--- src/rtl/pulse_meter_pkg.sv ---
// Shared types and constants for the pulse meter measurement blocks.
// Latency: n/a (declarations only).
// Backpressure: n/a.
package pulse_meter_pkg;

    typedef enum logic [2:0] {
        ST_IDLE,
        ST_ARM,
        ST_FIRE,
        ST_GUARD,
        ST_REPORT
    } state_t;

    localparam int DEF_CNT_W    = 38;
    localparam int DEF_AVG_LOG2 = 2;
    localparam int DEF_SHOTS    = 1 << DEF_AVG_LOG2;

    // Number of shots averaged for a given log2 shot count.
    function automatic int shots_of(input int avg_log2);
        return 1 << avg_log2;
    endfunction

endpackage

--- src/rtl/echo_edge_detector.sv ---
// Rising-edge strobe on an already-synchronised echo level.
// Latency: combinational strobe in the cycle the level first reads high.
// Backpressure: none; free-running.
//
// Ports:
//   i_Clk, i_Rst : clock, synchronous active-high reset
//   i_Echo       : echo level, synchronous to i_Clk
//   o_Rise       : high for one cycle when i_Echo goes 0 -> 1
module echo_edge_detector (
    input  logic i_Clk,
    input  logic i_Rst,
    input  logic i_Echo,
    output logic o_Rise
);

    logic echo_d;

    always_ff @(posedge i_Clk) begin
        if (i_Rst) begin
            echo_d <= 1'b0;
        end else begin
            echo_d <= i_Echo;
        end
    end

    assign o_Rise = i_Echo & ~echo_d;

endmodule

--- src/rtl/pulse_measure_sequencer.sv ---
// Sequences 2^AVG_LOG2 fire/echo shots and reports the averaged tick count or a timeout.
// Latency: o_Done follows the last shot's echo rise by GUARD_TICKS+1 cycles.
// Backpressure: none; i_Start outside IDLE is dropped, results held until the next start.
//
// Ports:
//   i_Clk, i_Rst : clock, synchronous active-high reset
//   i_Start      : single-cycle measurement request (IDLE only)
//   i_Echo       : returned signal, synchronised level
//   o_Fire       : emitter enable, high only in FIRE
//   o_Busy       : high outside IDLE
//   o_Done       : one-cycle strobe at the end of a measurement
//   o_Timeout    : result flag, valid from o_Done
//   o_Time       : averaged ticks, valid from o_Done
module pulse_measure_sequencer
    import pulse_meter_pkg::*;
#(
    parameter int CNT_W         = DEF_CNT_W,
    parameter int TIMEOUT_TICKS = 1000,
    parameter int GUARD_TICKS   = 10,
    parameter int AVG_LOG2      = DEF_AVG_LOG2
) (
    input  logic             i_Clk,
    input  logic             i_Rst,
    input  logic             i_Start,
    input  logic             i_Echo,
    output logic             o_Fire,
    output logic             o_Busy,
    output logic             o_Done,
    output logic             o_Timeout,
    output logic [CNT_W-1:0] o_Time
);

    localparam int SHOTS  = shots_of(AVG_LOG2);
    localparam int SHOT_W = (AVG_LOG2 > 0) ? AVG_LOG2 : 1;
    localparam int SUM_W  = CNT_W + AVG_LOG2;

    localparam logic [CNT_W-1:0]  TMO_LAST   = CNT_W'(TIMEOUT_TICKS - 1);
    localparam logic [CNT_W-1:0]  GUARD_LAST = CNT_W'(GUARD_TICKS - 1);
    localparam logic [SHOT_W-1:0] SHOT_LAST  = SHOT_W'(SHOTS - 1);

    state_t              state;
    logic [CNT_W-1:0]    cnt;    // ARM wait ticks, FIRE tick t, or GUARD ticks
    logic [SHOT_W-1:0]   shot;
    logic [SUM_W-1:0]    sum;
    logic                abort;  // a shot timed out; the drain ends in a timeout report
    logic                echo_rise;

    echo_edge_detector u_edge (
        .i_Clk  (i_Clk),
        .i_Rst  (i_Rst),
        .i_Echo (i_Echo),
        .o_Rise (echo_rise)
    );

    always_ff @(posedge i_Clk) begin
        if (i_Rst) begin
            state     <= ST_IDLE;
            cnt       <= '0;
            shot      <= '0;
            sum       <= '0;
            abort     <= 1'b0;
            o_Fire    <= 1'b0;
            o_Busy    <= 1'b0;
            o_Done    <= 1'b0;
            o_Timeout <= 1'b0;
            o_Time    <= '0;
        end else begin
            case (state)
                ST_IDLE: begin
                    if (i_Start) begin
                        state     <= ST_ARM;
                        cnt       <= '0;
                        shot      <= '0;
                        sum       <= '0;
                        abort     <= 1'b0;
                        o_Busy    <= 1'b1;
                        o_Timeout <= 1'b0;
                        o_Time    <= '0;
                    end
                end

                // Emitter must see a low echo before it is fired again.
                ST_ARM: begin
                    if (!i_Echo) begin
                        state  <= ST_FIRE;
                        cnt    <= '0;
                        o_Fire <= 1'b1;
                    end else if (cnt == TMO_LAST) begin
                        state <= ST_GUARD;
                        cnt   <= '0;
                        abort <= 1'b1;
                    end else begin
                        cnt <= cnt + 1'b1;
                    end
                end

                // A rise on the final tick still counts as a valid shot.
                ST_FIRE: begin
                    if (echo_rise) begin
                        state  <= ST_GUARD;
                        sum    <= sum + SUM_W'(cnt);
                        cnt    <= '0;
                        o_Fire <= 1'b0;
                    end else if (cnt == TMO_LAST) begin
                        state  <= ST_GUARD;
                        cnt    <= '0;
                        abort  <= 1'b1;
                        o_Fire <= 1'b0;
                    end else begin
                        cnt <= cnt + 1'b1;
                    end
                end

                ST_GUARD: begin
                    if (cnt == GUARD_LAST) begin
                        cnt <= '0;
                        if (abort || shot == SHOT_LAST) begin
                            state     <= ST_REPORT;
                            o_Done    <= 1'b1;
                            o_Timeout <= abort;
                            o_Time    <= abort ? '0 : CNT_W'(sum >> AVG_LOG2);
                        end else begin
                            state <= ST_ARM;
                            shot  <= shot + 1'b1;
                        end
                    end else begin
                        cnt <= cnt + 1'b1;
                    end
                end

                ST_REPORT: begin
                    state  <= ST_IDLE;
                    abort  <= 1'b0;
                    o_Done <= 1'b0;
                    o_Busy <= 1'b0;
                end

                default: begin
                    state  <= ST_IDLE;
                    o_Fire <= 1'b0;
                    o_Busy <= 1'b0;
                    o_Done <= 1'b0;
                end
            endcase
        end
    end

endmodule

--- config.mk ---
export PLATFORM = sky130hd
export DESIGN_NAME = pulse_measure_sequencer
export DESIGN_NICKNAME = d
export VERILOG_FILES = /design/src/rtl/pulse_meter_pkg.sv /design/src/rtl/echo_edge_detector.sv /design/src/rtl/pulse_measure_sequencer.sv
export SDC_FILE = /design/constraint.sdc
export NUM_CORES = 1
export LEC_CHECK = 0
export ABC_AREA = 1
export ABC_CLOCK_PERIOD_IN_PS = 6300
export CORE_UTILIZATION = 50
export CTS_BUF_LIST = sky130_fd_sc_hd__clkbuf_8
export CTS_CLUSTER_DIAMETER = 100
export DETAILED_ROUTE_END_ITERATION = 10
export PLACE_DENSITY = 0.65
export SYNTH_ARGS = -nofsm -noshare
export SYNTH_HDL_FRONTEND = slang
export SYNTH_SLANG_ARGS = --single-unit
--- constraint.sdc ---
create_clock -name i_Clk -period 6.3 [get_ports i_Clk]
set_clock_uncertainty 0.2 [all_clocks]
set_input_delay 0.945 -clock i_Clk [delete_from_list [all_inputs] [get_ports i_Clk]]
set_output_delay 0.945 -clock i_Clk [all_outputs]
set_load 0.03 [all_outputs]
==> key figures <==
Worst setup path
  – Critical path fanouts, max: 26
  – CP Class: input port to flip-flop
  – Worst r2r src: cnt[37]
  – Crit path top cell by count: nand2_1
  – R2R depth: 8
  – Worst Setup End Kind: flip-flop
  – Max incr delay on CP: 0.61 ns
  – Critical Path Start: i_Echo
  – Worst Path Arrival: 3.51 ns
  – Req. time, crit path: 6.47 ns
  – Worst path slowest cell: nor2_4
  – CP bufs+invs: 4
  – Setup crit start kind: input port
  – CP cell instances: clkdlybuf4s50_1, inv_1, nor2_1, inv_1, nor2_4, a21oi_2, buf_4, nor2_1, nand2_1, nand2_1, nand2_1, nand2_1, nor2_1
  – Kind of cell adding the most delay to the critical path: simple AND/OR/NAND/NOR gates
  – Crit path depth: 13

Clocking
  – Post-cts gate resize count: 0
  – Clk buf depth: 2
  – TritonCTS clock tree: built
  – Root Buffer: clkbuf_8
  – Skew-Pair Late Insertion Delay: 0.46 ns
  – # clock sinks: 127
  – Clock slew at reported path FFs: 0.08 ns
  – Setup Fix Bufs, Post-CTS: 0
  – Number of buffers created by CTS: 17
  – Hold Buf Count CTS: 0
  – # H-tree levels: 4

STA
  – Min cycle time layout: 3.34 ns
  – TNS Setup: 0 ns
  – Max Clk Rate: 0.299 GHz
  – Final Max Tran Viols: 0
  – Unrepaired setup endpoints after global routing: no
  – Final hold violation count: 0
  – Period utilization: 53.1%
  – Final setup viols: 0
  – Worst slew margin: 38.0%
  – Slew @ Worst Pin: 0.930 ns

Logic synthesis
  – Synth Net Count: 1616
  – Synth warn: 0
  – Mapped Area: 9050 sq um
  – Synth top cells by count: 605 x nand2_1, 209 x inv_1, 160 x nor2_1
  – Synth area leaders: dfxtp_1 28%, nand2_1 25%, inv_1 8.7%
  – Register bit total from synthesis: 127
  – Top FF cell, synth: dfxtp_1
  – Most common cell in the netlist: nand2_1
  – Yosys top cell by area: dfxtp_1
  – Synth unique cells: 38
  – Number of synthesized flops with an enable pin: 0
  – Sequential-to-total area share from yosys stat: 28.1%
  – Post-synth ARST share: 0%
  – Syn avg cell area: 5.76 sq um
  – Cell count after synthesis: 1570
  – Post-synth top area share: 28.1%

Route
  – Routed Antenna Nets: 0
  – Residual DRC count: 0
  – 1st-iter DRT viols: 777
  – Final wirelength: 27500 um
  – Detailed-route vias per instance: 5.27
  – Routed vias: 9672
  – DRT Pass-1 Iters: 5
  – Routed wire per std cell: 15.0 um

Global route
  – GRT Overall Usage: 30.7%
  – First-pass GRT wire length: 43700 um
  – Largest net degree at the start of global routing: 85
  – Vias in the first global route: 8582
  – Initial antenna violation count: 1
  – Overflow after GRT: 0

Finish
  – Share of layout cells above drive strength 1: 4.16%
  – Net count, final: 1645
  – ANT cells: 0
  – Synth-to-layout area growth: 10.8%

Worst hold path
  – Hold path start: o_Done
  – Hold depth: 2
  – Worst Hold Class: flip-flop to flip-flop

Floorplan
  – Initial Utilization: 51.8%
  – Ports: 46
  – Die width: 137 um
  – Row cnt: 48
  – Core Region: 17500 sq um
  – Chip height: 137 um
  – Die area: 18600 sq um

Power
  – Lkg Pwr: 4.72 nW
  – Final Power: 3.04 mW
  – VDD IR-drop max: 316 uV
  – PD cells: 303 nW/um^2

Job
  – Max cap viols: 0

Place
  – Placer Congestion: 0.959
  – PortBufs: 45
  – Hpwl dp: 21000 um

Run status
  – Status: completed
## worst min-delay path, cell delays in order (launching register included)
cell	delay [ns]
dfxtp_1	0.31
inv_1	0.04
a21oi_1	0.05
## placed cells by master, fill, tap and decap left out, types with 11 or more instances in the layout
cell	Yosys	final
inv_1	209	209
nor3_1	31	31
o21ai_0	35	35
xor2_1	11	11
nand3_1	101	101
dfxtp_1	127	127
nand4_1	25	25
ha_1	41	41
nand2_1	605	605
clkdlybuf4s50_1	0	44
a21oi_1	126	125
nor2_1	160	160
clkbuf_8	0	18
## kinds of logic (layout without fill, tap and decap cells)
logic type / count (synthesis) / in the layout / share of synthesized area, %
compound gates: 176 / 176 / 10.1
xor+xnor: 13 / 13 / 1.26
fa+ha+maj: 42 / 42 / 5.89
buf+inv: 258 / 300 / 11.3
flops: 127 / 127 / 28.1
simple gates: 954 / 954 / 43.4
## sequential cells by signal (all words and copies together) (netlist names)
signal         cells
o_Fire             1
o_Timeout          1
abort              1
shot               2
u_edge.echo_d      1
o_Time            38
cnt               38
o_Busy             1
o_Done             1
sum               40
state              3
## power breakdown
group	leakage, nW	internal, mW	switching (mW)
sequential	1.03	0.942	0.0805
clock	0.201	0.400	0.357
combinational	3.49	0.432	0.827
total	4.72	1.77	1.26
## final cells by class
cell class	instances	area, sq um
fillers	1903	7450
flip-flops and latches	127	2540
multi-input cells	1185	5490
repair buffers	49	478
well taps	225	282
clock buffers	18	248
clock inverters	14	166
inverters	219	822
## path summary, 6_finish.rpt
check	to	slack, ns
worst max register to register	o_Time[22]	3.11
worst max-delay path	sum[38]	2.96
worst min-delay path	o_Done	0.25
worst min register to register	o_Done	0.25
## layer usage
metal / GRT usage, % / up-vias / part of all wire [%]
li1: - / 4993 / -
met4: 14.6 / 2 / 3.7
met5: 0 / - / 0.044
met3: 5.00 / 50 / 5.6
met2: 49.6 / 285 / 44
met1: 39.8 / 4342 / 46
## through the flow
stage          hold slack [ns]  setup WS, ns  instances  instance area [sq um]  util (%)
3_3_place_gp             0.237          2.54       1805                   9610      55.0
6_report                 0.249          2.96       1837                  10000      57.4
4_1_cts                  0.251          2.98       1837                  10000      57.4
2_1_floorplan            0.243          4.05       1570                   9050         -
3_5_place_dp             0.239          2.54       1805                   9610      55.0
5_1_grt                  0.288          2.79       1837                  10000      57.4
Note: power is estimated with default switching activity, not from simulation.
